$ cat src/rtl/fetch_queue_unit_pkg.sv
// Shared widths and FSM encoding for the fetch queue front end.
package fetch_queue_unit_pkg;

  localparam int FQ_ADDR_LEN = 32;
  localparam int FQ_INSN_LEN = 32;

  typedef enum logic [1:0] {
    FQ_FETCH = 2'd0,
    FQ_WAIT  = 2'd1,
    FQ_DROP  = 2'd2
  } fq_state_e;

endpackage

$ cat src/rtl/fetch_queue_unit_aligner.sv
// Shifts a returned imem line down by the PC word offset and produces
// the PC of every surviving word plus how many words survive.
module fetch_line_aligner #(
  parameter int LINE_WORDS = 4,
  parameter int ADDR_LEN   = 32,
  parameter int INSN_LEN   = 32
) (
  input  logic [LINE_WORDS*INSN_LEN-1:0]      line_i,
  input  logic [$clog2(LINE_WORDS)-1:0]       off_i,
  input  logic [ADDR_LEN-1:0]                 base_addr_i,
  output logic [LINE_WORDS*INSN_LEN-1:0]      words_o,
  output logic [LINE_WORDS*ADDR_LEN-1:0]      pcs_o,
  output logic [$clog2(LINE_WORDS+1)-1:0]     count_o
);

  localparam int CNT_W = $clog2(LINE_WORDS + 1);

  int src;

  always_comb begin
    words_o = '0;
    pcs_o   = '0;
    src     = 0;
    for (int j = 0; j < LINE_WORDS; j++) begin
      src = int'(off_i) + j;
      if (src < LINE_WORDS) begin
        words_o[j*INSN_LEN +: INSN_LEN] = line_i[src*INSN_LEN +: INSN_LEN];
        pcs_o[j*ADDR_LEN +: ADDR_LEN]   = base_addr_i + ADDR_LEN'(src * 4);
      end
    end
    count_o = CNT_W'(LINE_WORDS - int'(off_i));
  end

endmodule

$ cat src/rtl/fetch_queue_unit.sv
// Fetch stage: owns the fetch PC, issues one line request at a time and
// buffers aligned words with their PCs in a circular queue feeding decode.
module fetch_queue_unit
  import fetch_queue_unit_pkg::*;
#(
  parameter int                ADDR_LEN   = FQ_ADDR_LEN,
  parameter int                INSN_LEN   = FQ_INSN_LEN,
  parameter int                LINE_WORDS = 4,
  parameter int                QDEPTH     = 8,
  parameter int                OUT_WIDTH  = 2,
  parameter logic [ADDR_LEN-1:0] RESET_PC = '0
) (
  input  logic                               clk_i,
  input  logic                               reset_i,
  input  logic                               redirect_valid_i,
  input  logic [ADDR_LEN-1:0]                redirect_pc_i,
  output logic                               imem_req_o,
  output logic [ADDR_LEN-1:0]                imem_addr_o,
  input  logic                               imem_ready_i,
  input  logic                               imem_rvalid_i,
  input  logic [LINE_WORDS*INSN_LEN-1:0]     idata_i,
  output logic [OUT_WIDTH-1:0]               out_valid_o,
  output logic [OUT_WIDTH*INSN_LEN-1:0]      out_inst_o,
  output logic [OUT_WIDTH*ADDR_LEN-1:0]      out_pc_o,
  input  logic [$clog2(OUT_WIDTH+1)-1:0]     deq_count_i
);

  localparam int LW_BITS = $clog2(LINE_WORDS);
  localparam int PTR_W   = $clog2(QDEPTH);
  localparam int OCC_W   = PTR_W + 1;
  localparam int CNT_W   = $clog2(LINE_WORDS + 1);
  localparam logic [ADDR_LEN-1:0] ALIGN_MASK = ADDR_LEN'((64'd1 << (LW_BITS + 2)) - 64'd1);
  localparam logic [ADDR_LEN-1:0] LINE_BYTES = ADDR_LEN'(LINE_WORDS * 4);

  fq_state_e             state_q, state_d;
  logic [ADDR_LEN-1:0]   fetch_pc_q, fetch_pc_d;
  logic [PTR_W-1:0]      head_q, head_d;
  logic [PTR_W-1:0]      tail_q, tail_d;
  logic [OCC_W-1:0]      occ_q, occ_d;

  logic [INSN_LEN-1:0]   inst_mem [QDEPTH];
  logic [ADDR_LEN-1:0]   pc_mem   [QDEPTH];

  logic [ADDR_LEN-1:0]               aligned_addr;
  logic [LW_BITS-1:0]                off;
  logic [LINE_WORDS*INSN_LEN-1:0]    al_words;
  logic [LINE_WORDS*ADDR_LEN-1:0]    al_pcs;
  logic [CNT_W-1:0]                  al_count;
  logic                              space_ok;
  logic                              push_en;

  assign aligned_addr = fetch_pc_q & ~ALIGN_MASK;
  assign off          = fetch_pc_q[LW_BITS+1:2];
  assign imem_addr_o  = aligned_addr;
  assign space_ok     = (QDEPTH - int'(occ_q)) >= LINE_WORDS;
  assign imem_req_o   = !reset_i && (state_q == FQ_FETCH) && space_ok && !redirect_valid_i;
  assign push_en      = (state_q == FQ_WAIT) && imem_rvalid_i && !redirect_valid_i;

  fetch_line_aligner #(
    .LINE_WORDS (LINE_WORDS),
    .ADDR_LEN   (ADDR_LEN),
    .INSN_LEN   (INSN_LEN)
  ) u_aligner (
    .line_i      (idata_i),
    .off_i       (off),
    .base_addr_i (aligned_addr),
    .words_o     (al_words),
    .pcs_o       (al_pcs),
    .count_o     (al_count)
  );

  always_comb begin
    state_d    = state_q;
    fetch_pc_d = fetch_pc_q;
    head_d     = head_q + PTR_W'(deq_count_i);
    tail_d     = tail_q;
    occ_d      = occ_q - OCC_W'(deq_count_i);
    if (push_en) begin
      tail_d = tail_q + PTR_W'(al_count);
      occ_d  = occ_d + OCC_W'(al_count);
    end
    case (state_q)
      FQ_FETCH: if (imem_req_o && imem_ready_i) state_d = FQ_WAIT;
      FQ_WAIT: begin
        if (push_en) begin
          fetch_pc_d = aligned_addr + LINE_BYTES;
          state_d    = FQ_FETCH;
        end
      end
      FQ_DROP: if (imem_rvalid_i) state_d = FQ_FETCH;
      default: state_d = FQ_FETCH;
    endcase
    // A line arriving with the redirect is the outstanding one, so only a
    // still-pending response has to be dropped later.
    if (redirect_valid_i) begin
      head_d     = '0;
      tail_d     = '0;
      occ_d      = '0;
      fetch_pc_d = redirect_pc_i;
      state_d    = ((state_q == FQ_WAIT || state_q == FQ_DROP) && !imem_rvalid_i)
                   ? FQ_DROP : FQ_FETCH;
    end
  end

  always_ff @(posedge clk_i or posedge reset_i) begin
    if (reset_i) begin
      state_q    <= FQ_FETCH;
      fetch_pc_q <= RESET_PC;
      head_q     <= '0;
      tail_q     <= '0;
      occ_q      <= '0;
    end else begin
      state_q    <= state_d;
      fetch_pc_q <= fetch_pc_d;
      head_q     <= head_d;
      tail_q     <= tail_d;
      occ_q      <= occ_d;
    end
  end

  always_ff @(posedge clk_i) begin
    if (push_en) begin
      for (int j = 0; j < LINE_WORDS; j++) begin
        if (CNT_W'(j) < al_count) begin
          inst_mem[tail_q + PTR_W'(j)] <= al_words[j*INSN_LEN +: INSN_LEN];
          pc_mem[tail_q + PTR_W'(j)]   <= al_pcs[j*ADDR_LEN +: ADDR_LEN];
        end
      end
    end
  end

  always_comb begin
    out_valid_o = '0;
    out_inst_o  = '0;
    out_pc_o    = '0;
    for (int k = 0; k < OUT_WIDTH; k++) begin
      out_valid_o[k]                   = occ_q > OCC_W'(k);
      out_inst_o[k*INSN_LEN +: INSN_LEN] = inst_mem[head_q + PTR_W'(k)];
      out_pc_o[k*ADDR_LEN +: ADDR_LEN]   = pc_mem[head_q + PTR_W'(k)];
    end
  end

endmodule

$ cat config.mk
export PLATFORM = sky130hd
export DESIGN_NAME = fetch_queue_unit
export DESIGN_NICKNAME = d
export VERILOG_FILES = /design/src/rtl/fetch_queue_unit_pkg.sv /design/src/rtl/fetch_queue_unit_aligner.sv /design/src/rtl/fetch_queue_unit.sv
export SDC_FILE = /design/constraint.sdc
export NUM_CORES = 2
export LEC_CHECK = 0
export ABC_CLOCK_PERIOD_IN_PS = 13550
export BUFFER_PORTS_ARGS = -buffer_cell sky130_fd_sc_hd__clkbuf_2
export CAP_MARGIN = 40
export CELL_PAD_IN_SITES_DETAIL_PLACEMENT = 0
export CELL_PAD_IN_SITES_GLOBAL_PLACEMENT = 2
export CORE_MARGIN = 2
export CORE_UTILIZATION = 40
export DETAILED_ROUTE_END_ITERATION = 8
export MAX_ROUTING_LAYER = met4
export PLACE_DENSITY_LB_ADDON = 0.1
export SLEW_MARGIN = 5
export SYNTH_ARGS = -nofsm -noshare
export SYNTH_HDL_FRONTEND = slang
export SYNTH_SLANG_ARGS = --single-unit
export TNS_END_PERCENT = 1
$ cat constraint.sdc
create_clock -name clk_i -period 13.55 [get_ports clk_i]
set_input_delay 1.355 -clock clk_i [delete_from_list [all_inputs] [get_ports clk_i]]
set_output_delay 1.355 -clock clk_i [all_outputs]
set_load 0.02 [all_outputs]
Word level (Yosys, flattened, before mapping)

Memories as Yosys holds them, arrays and structs flattened.
Cells that the tools add are included.

Flip-flop bits (word level): 44
RAM bits: 512
Word-level logic and storage cells: 95
Memories kept: 2

Memories:

| name     | depth | width | read ports | clocked after memory_dff | wr ports | line                   | RTL |
|---|---|---|---|---|---|---|---|
| inst_mem | 8     | 32    | 2          | 0                        | 4        | fetch_queue_unit.sv:41 | `logic [INSN_LEN-1:0] inst_mem [QDEPTH];` |
| pc_mem   | 8     | 32    | 2          | 0                        | 4        | fetch_queue_unit.sv:42 | `logic [ADDR_LEN-1:0] pc_mem [QDEPTH];` |

Add/sub/neg operators: 18
$lt $le $gt $ge: 11
Equality and inequality tests: 5
Shifts and indexed selects: 4
Multiplexer cells: 34
Reduce and logical (&&, ||, !) cells: 16

Operators with widths:

| operator                                                           | count |
|---|---|
| variable part select 128 x 32 -> 32 bit                            | 3 |
| 2-to-1 mux 32 bit                                                  | 11 |
| variable part select 128 x 8 -> 32 bit                             | 1 |
| adder 32 bit                                                       | 3 |
| < comparator 32 x 4 -> 1 bit (second input constant)               | 3 |
| adder 32 x 4 -> 32 bit                                             | 1 |
| adder 32 x 5 -> 32 bit (second input constant)                     | 1 |
| 2-to-1 mux 1 bit                                                   | 12 |
| 2-to-1 mux 2 bit                                                   | 5 |
| 2-to-1 mux 3 bit                                                   | 3 |
| > comparator 4 x 1 -> 1 bit (second input constant)                | 2 |
| 2-to-1 mux 4 bit                                                   | 2 |
| logical AND 1 bit                                                  | 7 |
| adder 2 x 2 -> 3 bit (second input constant)                       | 2 |
| adder 3 x 1 -> 3 bit (second input constant)                       | 2 |
| adder 3 x 2 -> 3 bit (second input constant)                       | 2 |
| < comparator 1 x 3 -> 1 bit (first input constant)                 | 2 |
| < comparator 2 x 3 -> 1 bit (first input constant)                 | 2 |
| inequality test 3 bit (second input constant)                      | 2 |
| one-hot mux 2 bit (3 select lines)                                 | 1 |
| greater-or-equal comparator 5 x 4 -> 1 bit (second input constant) | 1 |
| subtractor 4 x 4 -> 5 bit (first input constant)                   | 1 |
| adder 4 x 3 -> 4 bit                                               | 1 |
| nonzero test 2 bit                                                 | 2 |
| other kinds (14)                                                   | 16 |

Depth between registers and ports, before layout

Depth in word-level cells: 8
Mapped depth: 17
Mapped depth without buffers: 10

Hierarchy

From an unflattened synthesis, not the netlist that was laid out.

Cells, all modules: 4855
Area, all modules: 44870.5 sq um

By module, submodules not included:

| module             | times used | cells each | area an instance (sq um) | seq. area each (sq um) |
|---|---|---|---|---|
| fetch_queue_unit   | 1          | 4031       | 39869.5                  | 16425.8 |
| fetch_line_aligner | 1          | 824        | 5001.0                   | 0.0 |

Least setup slack after synthesis

No wires, ideal clock.

Path kind: input to register
Start point: input port imem_rvalid_i
End point: memory inst_mem[1][0] (enable)
Data arrival time: 9.245 ns
Data required time: 12.855 ns
Path slack: 3.610 ns
Cell stages on the path: 5
Buffers on the path: 1
Cells stage by stage: buf_2 > nand2_1 > a211oi_1 > nand2_1 > o311ai_0

RTL lines:

| what        | line                   | RTL |
|---|---|---|
| from (decl) | fetch_queue_unit.sv:20 | `input logic imem_rvalid_i,` |
| to (decl)   | fetch_queue_unit.sv:41 |  |

==> flow_metrics.py <==
metrics = {
    "min_path": {
        "hold_path_end": "state_q[1]$_DFFE_PP0P_",
        "hold_class": "flop to flop",
        "hold_start": "state_q[1]$_DFFE_PP0P_",
        "hold_path_depth": 1,
    },
    "routing": {
        "wl_um": 183000,
        "vias": 36000,
        "vias_per_cell": 6.74,
        "drcViolationCount": 0,
        "detail_route.wl_per_cell_um": 34.3,
        "drt_iter0_markers": 5438,
        "ant_nets": 0,
        "first_pass_iters": 7,
    },
    "placement": {
        "placed_cells": 5228,
        "io_buffers": 319,
        "placed_cell_area_um2": 42500,
        "pre_cts_ws_ns": 6.87,
        "gp_congestion": 0.900,
        "hpwl_um": 110000,
    },
    "final_layout": {
        "drive_above_1_share_pct": 25.5,
        "final_common_cell": "nor2_1",
        "syn_to_final_growth_pct": 13.3,
        "diodes": 0,
        "nets": 4203,
        "layout_common_cells": "596 x nor2_1, 496 x edfxtp_1, 342 x o21ai_0, 319 x clkbuf_2, 292 x o22ai_1",
        "fin_cells": 5349,
        "design_area_um2": 44600,
    },
    "run": {
        "maxCapViolCount": 0,
    },
    "global_route": {
        "grt-ovfl-total": 0,
        "antenna_found_initial": 1,
        "grt_pass1_vias": 34600,
        "grt_use_total_pct": 36.5,
        "grt_pass1_wl_um": 258000,
        "grt_max_degree": 78,
    },
    "clock_network": {
        "cts_max_path_buffers": 3,
        "cts_max_level": 3,
        "cts_buffers": 67,
        "clkTransAtPathRegs_ns": 0.05,
        "clock_latency_ns": 0.65,
        "cts_resized": 0,
        "clock-sinks": 538,
        "cts-root-buf": "clkbuf_16",
        "tritoncts": "built",
        "cts_hold_buf": 0,
        "postCtsSetupBuffers": 0,
    },
    "timing": {
        "setup_viol_count_final": 0,
        "max_freq_ghz": 0.158,
        "setup_slack_ns": 7.24,
        "final-hold-violation-count": 0,
        "min_period_ns": 6.31,
        "finClkSkew_ns": 0.0350,
        "tightest_slew_ns": 1.03,
        "maxSlewViolCount": 0,
        "rsz0062_at_grt": "no",
        "fin_tns_setup_ns": 0,
        "slew-limit-headroom_pct": 30.9,
        "period_share_pct": 46.6,
    },
    "pwr": {
        "peakVddDrop_mv": 0.0740,
        "pwr-share-clk_pct": 34.1,
        "leakagePower_nw": 15.2,
        "seq_power_share_pct": 36.5,
        "power_w": 0.00538,
        "combPwrFrac_pct": 29.4,
        "power_density_nw_per_um2": 121,
        "power_switching_w": 0.00183,
        "p_int_w": 0.00355,
        "swShare_pct": 34.0,
    },
    "floorplanning": {
        "dieHeight_um": 318,
        "start_util_pct": 40.2,
        "core_um2": 98000,
        "fp.dieArea_um2": 101000,
        "io-pin-count": 330,
        "fp.dieW_um": 318,
        "rows": 115,
    },
    "worst_setup_path": {
        "critical_path_class": "primary input to flop",
        "worstPathMaxFanout": 77,
        "timing.rr.end": "inst_mem[0][8]$_DFFE_PP_",
        "crit_start": "redirect_valid_i",
        "reg2reg_slack_ns": 7.75,
        "crit_required_ns": 13.80,
        "arrival_ns": 6.56,
        "worstSetupEndpointType": "flop",
        "r2r_cells": 8,
        "worstSetupStartpointType": "primary input",
        "reg2reg_from": "state_q[1]$_DFFE_PP0P_",
    },
    "outcome": {
        "status": "finished clean",
    },
    "synthesis": {
        "netlist_instances": 3958,
        "yosys_most_used_dff": "edfxtp_1",
        "async_flop_share_pct": 7.81,
        "synth_cell_type_count": 74,
        "syn-mean-instance-area_um2": 9.95,
        "ys_seq_area_share_pct": 40.5,
        "ys_seq_elements": 538,
        "syn_area_um2": 39400,
        "synth-edff-count": 496,
        "yosysWarningCount": 0,
    },
}
-- logic make-up (layout without fill, tap and decap cells) --
| group | after synthesis | count (layout) | synth area share, % |
|---|---|---|---|
| simple gates | 1336 | 1336 | 15.6 |
| compound gates | 1030 | 1030 | 16.1 |
| flops | 538 | 538 | 40.5 |
| buf+inv | 494 | 591 | 5.15 |
| mux | 471 | 471 | 20.3 |
| xor+xnor | 62 | 62 | 1.38 |
| fa+ha+maj | 26 | 26 | 0.902 |
| other cells | 1 | 8 | 0.00952 |
-- worst max-delay path by stage --
stage | endpoint | slack [ns] | depth (start not counted)
global route | inst_mem[0][9]$_DFFE_PP_ | 7.30 | 8
floorplan | inst_mem[1][0]$_DFFE_PP_ | 3.61 | 5
detailed placement | inst_mem[0][24]$_DFFE_PP_ | 6.87 | 8
CTS | inst_mem[0][7]$_DFFE_PP_ | 7.54 | 8
global placement | inst_mem[0][23]$_DFFE_PP_ | 6.41 | 8
finish | inst_mem[0][8]$_DFFE_PP_ | 7.24 | 8
-- routing by layer --
metal	up-vias	wire length (um)	global-route usage, %
met1	17800	73000	48.5
li1	15200	-	-
met2	2543	80800	53.6
met3	554	21400	8.66
met5	-	0	-
met4	0	8330	14.7
-- power by group through the flow --
| stage | sequential, W | combinational, W | clock (W) |
|---|---|---|---|
| 2_1_floorplan | 0.00193 | 0.00111 | 0 |
| 3_3_place_gp | 0.00200 | 0.00154 | 0 |
| 3_5_place_dp | 0.00200 | 0.00156 | 0 |
| 4_1_cts | 0.00196 | 0.00157 | 0.00185 |
| 5_1_grt | 0.00197 | 0.00169 | 0.00191 |
| 6_report | 0.00196 | 0.00158 | 0.00183 |
-- worst max-delay path, cell delays in order --
cell and delay, ns:
clkbuf_2 0.08, buf_4 0.32, nand4bb_2 0.74, nor3_1 0.77, nand3_4 0.81, nand2_1 1.07, a311o_2 0.57, buf_4 0.77
-- layout make-up --
| type | count | area, um2 |
|---|---|---|
| flip-flops and latches | 538 | 16000 |
| multi-input cells | 2933 | 21700 |
| repair buffers | 453 | 3060 |
| fillers | 9174 | 53400 |
| inverters | 17 | 65.1 |
| clock inverters | 42 | 450 |
| well taps | 1287 | 1610 |
| clock buffers | 79 | 1720 |
-- registers in the layout, summed over array words and instances (netlist names) --
name and flops:
state_q 2, fetch_pc_q 30, inst_mem 256, tail_q 3, head_q 3, pc_mem 240, occ_q 4
-- cells in the mapped netlist, drive strengths merged, types with 42 or more instances --
cell	number	area, um2
nor3	253	1290
mux2i	66	661
a21oi	140	701
nand2	206	773
mux4	248	5590
and2	123	769
buf	106	566
o21ai	343	1720
a211oi	73	548
clkbuf	371	1400
edfxtp	496	14900
nor2	602	2260
dfrtp	42	1050
o22ai	292	1830
mux2	157	1770
-- through the flow --
step,util (%),hold slack (ns)
after floorplan,-,0.491
after global placement,42.5,0.506
after detailed placement,43.3,0.519
after CTS,45.5,0.531
after global routing,45.5,0.553
final,45.5,0.523
No activity file was read; power rests on OpenSTA's default activity.
